**config.mk**
```make
export PLATFORM = sky130hd
export DESIGN_NAME = tank_sprite_fetch
export DESIGN_NICKNAME = d
export VERILOG_FILES = /design/src/rtl/tank_sprite_fetch.sv
export SDC_FILE = /design/constraint.sdc
export NUM_CORES = 1
export LEC_CHECK = 0
export BUFFER_PORTS_ARGS = -buffer_cell sky130_fd_sc_hd__buf_2
export CAP_MARGIN = 40
export CORE_UTILIZATION = 39
export DETAILED_ROUTE_END_ITERATION = 10
export PLACE_DENSITY = 0.62
export SLEW_MARGIN = 20
export SYNTH_ARGS = -nofsm -noshare
export SYNTH_HDL_FRONTEND = slang
export SYNTH_SLANG_ARGS = --single-unit
```
**constraint.sdc**
```tcl
create_clock -name Clk -period 2.8 [get_ports Clk]
set_input_delay 0 -clock Clk [delete_from_list [all_inputs] [get_ports Clk]]
set_output_delay 0 -clock Clk [all_outputs]
set_load 0.05 [all_outputs]
```
**src/rtl/tank_sprite_fetch.sv**
```systemverilog
// Per-pixel tank sprite fetch: per-frame position/heading latch, rotated ROM address, registered palette index.
// Define TANK_HIT_FLASH_EN to build the hit-flash counter that substitutes FLASH_IDX on opaque pixels.
module tank_sprite_fetch #(
  parameter int SPR_S        = 32,
  parameter int ADDR_W       = 10,
  parameter int TRANSP_IDX   = 0,
  parameter int FLASH_FRAMES = 16,
  parameter int FLASH_IDX    = 11
) (
  input  logic              Clk,
  input  logic              Reset,
  input  logic              pix_ce,
  input  logic              frame_start,
  input  logic [9:0]        DrawX,
  input  logic [9:0]        DrawY,
  input  logic [9:0]        tank_x,
  input  logic [9:0]        tank_y,
  input  logic [1:0]        tank_dir,
  input  logic              hit,
  output logic [ADDR_W-1:0] rom_addr,
  input  logic [3:0]        rom_data,
  output logic [3:0]        pix_index,
  output logic              pix_opaque
);

  localparam int OFF_W = $clog2(SPR_S);

  logic [9:0]       sx, sy;
  logic [1:0]       sdir;
  logic             shadow_valid;
  logic             in_box1;
  logic             in_box;
  logic [OFF_W-1:0] lx, ly, rx, ry;
  logic [3:0]       out_index;

  // Shadow copy of the tank pose, refreshed only at vertical blank so the sprite never tears.
  always_ff @(posedge Clk) begin
    if (Reset) begin
      sx           <= '0;
      sy           <= '0;
      sdir         <= '0;
      shadow_valid <= 1'b0;
    end else if (frame_start) begin
      sx           <= tank_x;
      sy           <= tank_y;
      sdir         <= tank_dir;
      shadow_valid <= 1'b1;
    end
  end

  // Box test uses 11-bit sums so a sprite hanging off the right/bottom edge clips instead of wrapping.
  always_comb begin
    in_box = shadow_valid &&
             ({1'b0, DrawX} >= {1'b0, sx}) && ({1'b0, DrawX} < ({1'b0, sx} + 11'(SPR_S))) &&
             ({1'b0, DrawY} >= {1'b0, sy}) && ({1'b0, DrawY} < ({1'b0, sy} + 11'(SPR_S)));
    lx = OFF_W'(DrawX - sx);
    ly = OFF_W'(DrawY - sy);
    rx = lx;
    ry = ly;
    case (sdir)
      2'd1: begin
        rx = ly;
        ry = OFF_W'(SPR_S - 1) - lx;
      end
      2'd2: begin
        rx = OFF_W'(SPR_S - 1) - lx;
        ry = OFF_W'(SPR_S - 1) - ly;
      end
      2'd3: begin
        rx = OFF_W'(SPR_S - 1) - ly;
        ry = lx;
      end
      default: ;
    endcase
  end

  always_ff @(posedge Clk) begin
    if (Reset) begin
      rom_addr <= '0;
      in_box1  <= 1'b0;
    end else if (pix_ce) begin
      in_box1 <= in_box;
      if (in_box)
        rom_addr <= ADDR_W'(ry) * ADDR_W'(SPR_S) + ADDR_W'(rx);
    end
  end

`ifdef TANK_HIT_FLASH_EN
  localparam int FLASH_W = $clog2(FLASH_FRAMES + 1);

  logic [FLASH_W-1:0] flash_cnt;

  // A hit reloads the counter even on the frame_start that would otherwise decrement it.
  always_ff @(posedge Clk) begin
    if (Reset)
      flash_cnt <= '0;
    else if (hit)
      flash_cnt <= FLASH_W'(FLASH_FRAMES);
    else if (frame_start && (flash_cnt != '0))
      flash_cnt <= flash_cnt - 1'b1;
  end

  always_comb begin
    out_index = rom_data;
    if ((flash_cnt != '0) && flash_cnt[0])
      out_index = 4'(FLASH_IDX);
  end
`else
  logic unused_hit;
  assign unused_hit = hit;

  always_comb begin
    out_index = rom_data;
  end
`endif

  // Transparency always follows the ROM value, even while the flash colour is substituted.
  always_ff @(posedge Clk) begin
    if (Reset) begin
      pix_index  <= '0;
      pix_opaque <= 1'b0;
    end else if (pix_ce) begin
      pix_index  <= out_index;
      pix_opaque <= in_box1 && (rom_data != 4'(TRANSP_IDX));
    end
  end

endmodule

```
==> run_summary.xml <==
<?xml version="1.0" encoding="UTF-8"?>
<metrics>
  <group name="run_status">
    <metric name="run_status" unit="">finished clean</metric>
  </group>
  <group name="yosys">
    <metric name="mapped_cell_area" unit="um2">2920</metric>
    <metric name="muxShareOfSynthArea" unit="%">11.6</metric>
    <metric name="synth_seq_cells" unit="">39</metric>
    <metric name="synth_ff_type" unit="">dfxtp_1</metric>
    <metric name="yosys_warnings" unit="">0</metric>
    <metric name="synth-xor-area-share" unit="%">4.49</metric>
    <metric name="yosys.area_share.simple" unit="%">17.5</metric>
    <metric name="synth_sequential_area_ratio" unit="%">26.7</metric>
    <metric name="count_of_flip_flops_with_a_built_in_enable_after_synthesis" unit="">0</metric>
    <metric name="synth_area_per_cell" unit="um2">8.55</metric>
    <metric name="synthAdderAreaFrac" unit="%">15.1</metric>
    <metric name="largest_family_of_logic_cells_by_synthesized_area" unit="">compound AO/OA/AOI/OAI gates</metric>
    <metric name="synthDominantAreaCellType" unit="">dfxtp_1</metric>
    <metric name="syn_inst" unit="">342</metric>
    <metric name="synth_nets" unit="">427</metric>
    <metric name="ys_top_cells_by_area" unit="">dfxtp_1, ha_1, mux2i_1</metric>
    <metric name="synth_async_sr_flop_share" unit="%">0</metric>
    <metric name="count_of_cell_types_in_the_netlist" unit="">49</metric>
    <metric name="yosys.area.top_type_share" unit="%">26.7</metric>
    <metric name="synth-compound-area-share" unit="%">18.3</metric>
  </group>
  <group name="power_and_ir_drop">
    <metric name="power_per_cell_area" unit="nW/um2">425</metric>
    <metric name="maximum_ir_drop_on_the_vdd_rail" unit="mV">0.216</metric>
    <metric name="switchingPower" unit="W">0.000485</metric>
    <metric name="power_switching_share" unit="%">30.9</metric>
    <metric name="pwr-share-seq" unit="%">38.6</metric>
    <metric name="share_comb_of_total_power" unit="%">29.1</metric>
    <metric name="pwr-share-clk" unit="%">32.3</metric>
    <metric name="leakagePower" unit="nW">1.67</metric>
    <metric name="intPower" unit="W">0.00108</metric>
  </group>
  <group name="cts">
    <metric name="cts.sinks" unit="">39</metric>
    <metric name="tritoncts" unit="">done</metric>
    <metric name="postCtsHoldBufs" unit="">26</metric>
    <metric name="cts.repair.resized" unit="">0</metric>
    <metric name="cts_max_level" unit="">2</metric>
    <metric name="bufs_on_longest_clock_path" unit="">2</metric>
    <metric name="cts_setup_buffers" unit="">0</metric>
    <metric name="clk_transition_reported_paths" unit="ns">0.09</metric>
    <metric name="cts.root.buffer_cell" unit="">clkbuf_8</metric>
    <metric name="clk_latency" unit="ns">0.30</metric>
    <metric name="cts_inserted_buffers" unit="">5</metric>
  </group>
  <group name="worst_setup_path">
    <metric name="critPathTopFamily" unit="">compound AO/OA/AOI/OAI gates</metric>
    <metric name="timing.rr.start" unit="">sy[7]$_SDFFE_PP0P_</metric>
    <metric name="cpMaxStageDelayCell" unit="">dfxtp_1</metric>
    <metric name="data_arrival_time_of_the_critical_path" unit="ns">2.79</metric>
    <metric name="cp_max_fo" unit="">7</metric>
    <metric name="setup.worst_path.end_class" unit="">flip-flop</metric>
    <metric name="timing.critical_path.from_type" unit="">flip-flop</metric>
    <metric name="cp_num_buf_inv" unit="">0</metric>
    <metric name="worst_path_largest_cell_delay" unit="ns">0.43</metric>
    <metric name="critical_path.cell_chain" unit="">nand3_1 &gt; xnor2_1 &gt; ha_1 &gt; a21o_1 &gt; a21oi_1 &gt; o22ai_1 &gt; a211oi_4 &gt; nand2_4 &gt; mux2_4</metric>
    <metric name="critical_path.startpoint" unit="">sy[7]$_SDFFE_PP0P_</metric>
    <metric name="worst_ep_required_time" unit="ns">2.99</metric>
    <metric name="worstSetupPathType" unit="">reg -&gt; reg</metric>
  </group>
  <group name="drt">
    <metric name="route.antenna.remaining_nets" unit="">0</metric>
    <metric name="wire_per_inst" unit="um">13.0</metric>
    <metric name="initial_drt_markers" unit="">111</metric>
    <metric name="drt-pass1-iter-count" unit="">4</metric>
    <metric name="route.final.wire_length" unit="um">6830</metric>
    <metric name="remaining_design_rule_violation_count" unit="">0</metric>
    <metric name="detailroute.via_count" unit="">2638</metric>
    <metric name="post_dr_vias_cell" unit="">5.02</metric>
  </group>
  <group name="timing">
    <metric name="timing.final.crit_period" unit="ns">2.59</metric>
    <metric name="setup_viol_count_final" unit="">0</metric>
    <metric name="hold_viol_final" unit="">0</metric>
    <metric name="maxSlewViolCount" unit="">0</metric>
    <metric name="tightestPinTransition" unit="ns">0.723</metric>
    <metric name="finalClockSkew" unit="ns">0.0101</metric>
    <metric name="final_critical_path_setup_slack" unit="ns">0.205</metric>
    <metric name="timing.max_slew.rel_slack" unit="%">51.8</metric>
    <metric name="fmax" unit="MHz">385</metric>
    <metric name="grt_setup_unrepaired" unit="">no</metric>
    <metric name="post-route-period-util" unit="%">92.7</metric>
    <metric name="finalSetupTns" unit="ns">0</metric>
  </group>
  <group name="layout">
    <metric name="antenna_cells_inserted" unit="">0</metric>
    <metric name="layout_cells_sized_above_1" unit="%">20.6</metric>
    <metric name="cell_count_final_fillers_out" unit="">526</metric>
    <metric name="final_net_count" unit="">511</metric>
    <metric name="multi_input_logic_area" unit="um2">1960</metric>
    <metric name="synthToLayoutAreaGrowth" unit="%">26.1</metric>
    <metric name="most_used_cells_in_the_layout_excluding_fill_and_tap_cells" unit="">buf_2, nor2_1, dfxtp_1, ha_1, mux2i_1</metric>
    <metric name="final_common_cell" unit="">buf_2</metric>
    <metric name="number_of_fill_cells" unit="">721</metric>
    <metric name="layout.area.seq" unit="um2">781</metric>
  </group>
  <group name="min_path">
    <metric name="worst_hold_path_type" unit="">in -&gt; reg</metric>
    <metric name="worst_hold_startpoint" unit="">pix_ce</metric>
  </group>
  <group name="floorplanning">
    <metric name="die_h" unit="um">88.6</metric>
    <metric name="area_of_the_placeable_core" unit="um2">7250</metric>
    <metric name="placementRows" unit="">31</metric>
    <metric name="initial_core_util" unit="%">40.3</metric>
    <metric name="die_area" unit="um2">7840</metric>
    <metric name="width_of_the_chip" unit="um">88.6</metric>
    <metric name="io_pins" unit="">66</metric>
  </group>
  <group name="grt">
    <metric name="pin_count_of_the_biggest_net_entering_global_routing" unit="">31</metric>
    <metric name="groute.usage.overall" unit="%">18.2</metric>
    <metric name="first_pass_grt_wire_length" unit="um">11000</metric>
    <metric name="antenna_found_initial" unit="">0</metric>
    <metric name="grt.overflow.total" unit="">0</metric>
    <metric name="grt_pass1_vias" unit="">2424</metric>
  </group>
  <group name="flow_run">
    <metric name="maxCapViolCount" unit="">0</metric>
  </group>
  <group name="placed_design">
    <metric name="dp_hpwl" unit="um">5200</metric>
    <metric name="port_buffers" unit="">64</metric>
    <metric name="preCtsSetupSlack" unit="ns">0.233</metric>
    <metric name="placed_cells_incl_taps" unit="">492</metric>
    <metric name="routabilityCongestion" unit="">0.818</metric>
  </group>
</metrics>
kinds of logic (layout without fill, tap and decap cells):
kind of cell | after synthesis | count (layout)
and+or+nand+nor | 104 | 104
AOI/OAI and AO/OA | 73 | 73
buffers and inverters | 44 | 129
DFF | 39 | 39
adders and majority gates | 34 | 34
muxes | 33 | 33
xor gates and xnor gates | 15 | 15
through the flow:
stage          utilization (%)  cell area [um2]  total power [W]  hold WS [ns]
6_report                  50.8             3680          0.00157        0.0612
3_3_place_gp              45.6             3310          0.00104         0.234
2_1_floorplan                -             2920         0.000934         0.147
4_1_cts                   50.8             3680          0.00158        0.0558
5_1_grt                   50.8             3680          0.00165        0.0950
3_5_place_dp              45.6             3310          0.00105         0.243
worst paths after layout:
path | to | slack, ns | cells after the start
max reg2reg | rom_addr[4]$_SDFFE_PP0P_ | 0.21 | 9
max | rom_addr[4]$_SDFFE_PP0P_ | 0.21 | 9
min reg2reg | shadow_valid$_SDFFE_PP0P_ | 0.48 | 2
min | pix_opaque$_SDFFE_PP0P_ | 0.06 | 3
Yosys cell counts, drive strengths merged (3+ instances only):
| library cell | n |
|---|---|
| o31ai | 7 |
| o22ai | 6 |
| nor2b | 9 |
| mux2i | 31 |
| o311ai | 4 |
| a21oi | 13 |
| buf | 6 |
| nand2b | 6 |
| ha | 32 |
| nor2 | 49 |
| a311oi | 3 |
| clkbuf | 7 |
| nand3 | 10 |
| and2b | 3 |
| or4 | 6 |
| dfxtp | 39 |
| o21ai | 11 |
| inv | 29 |
| xnor2 | 13 |
| a211oi | 7 |
| o21a | 7 |
| nand2 | 12 |
| or2 | 3 |
cell type report:
class / count / share of cell area (%)
multi-input combinational: 259 / 53.1
inverter: 29 / 2.95
clock buffer: 6 / 2.24
timing repair buffer: 92 / 16.2
sequential: 39 / 21.2
clock inverter: 2 / 0.951
tap: 99 / 3.36
worst min-delay path, delay by kind of cell:
family	cells	cell delay, ns
buffers and inverters	1	0.17
and+or+nand+nor	1	0.08
AOI/OAI and AO/OA	1	0.06
power groups by stage:
stage / combinational (W) / sequential [W] / clock, W
finish: 0.000457 / 0.000605 / 0.000506
global route: 0.000511 / 0.000609 / 0.000535
CTS: 0.000459 / 0.000605 / 0.000514
detailed placement: 0.000430 / 0.000618 / 0
global placement: 0.000421 / 0.000617 / 0
floorplan: 0.000308 / 0.000626 / 0
sequential cells by signal (all words and copies together), names as in the netlist:
signal,flops
in_box1,1
pix_index,4
pix_opaque,1
rom_addr,10
sdir,2
shadow_valid,1
sx,10
sy,10
per-layer routing:
layer	track usage, %	wire (um)
met2	30.3	3180
met3	2.99	280
met4	7.62	133
met5	0	0
met1	23.4	3230
(Power assumes the default switching activity.)
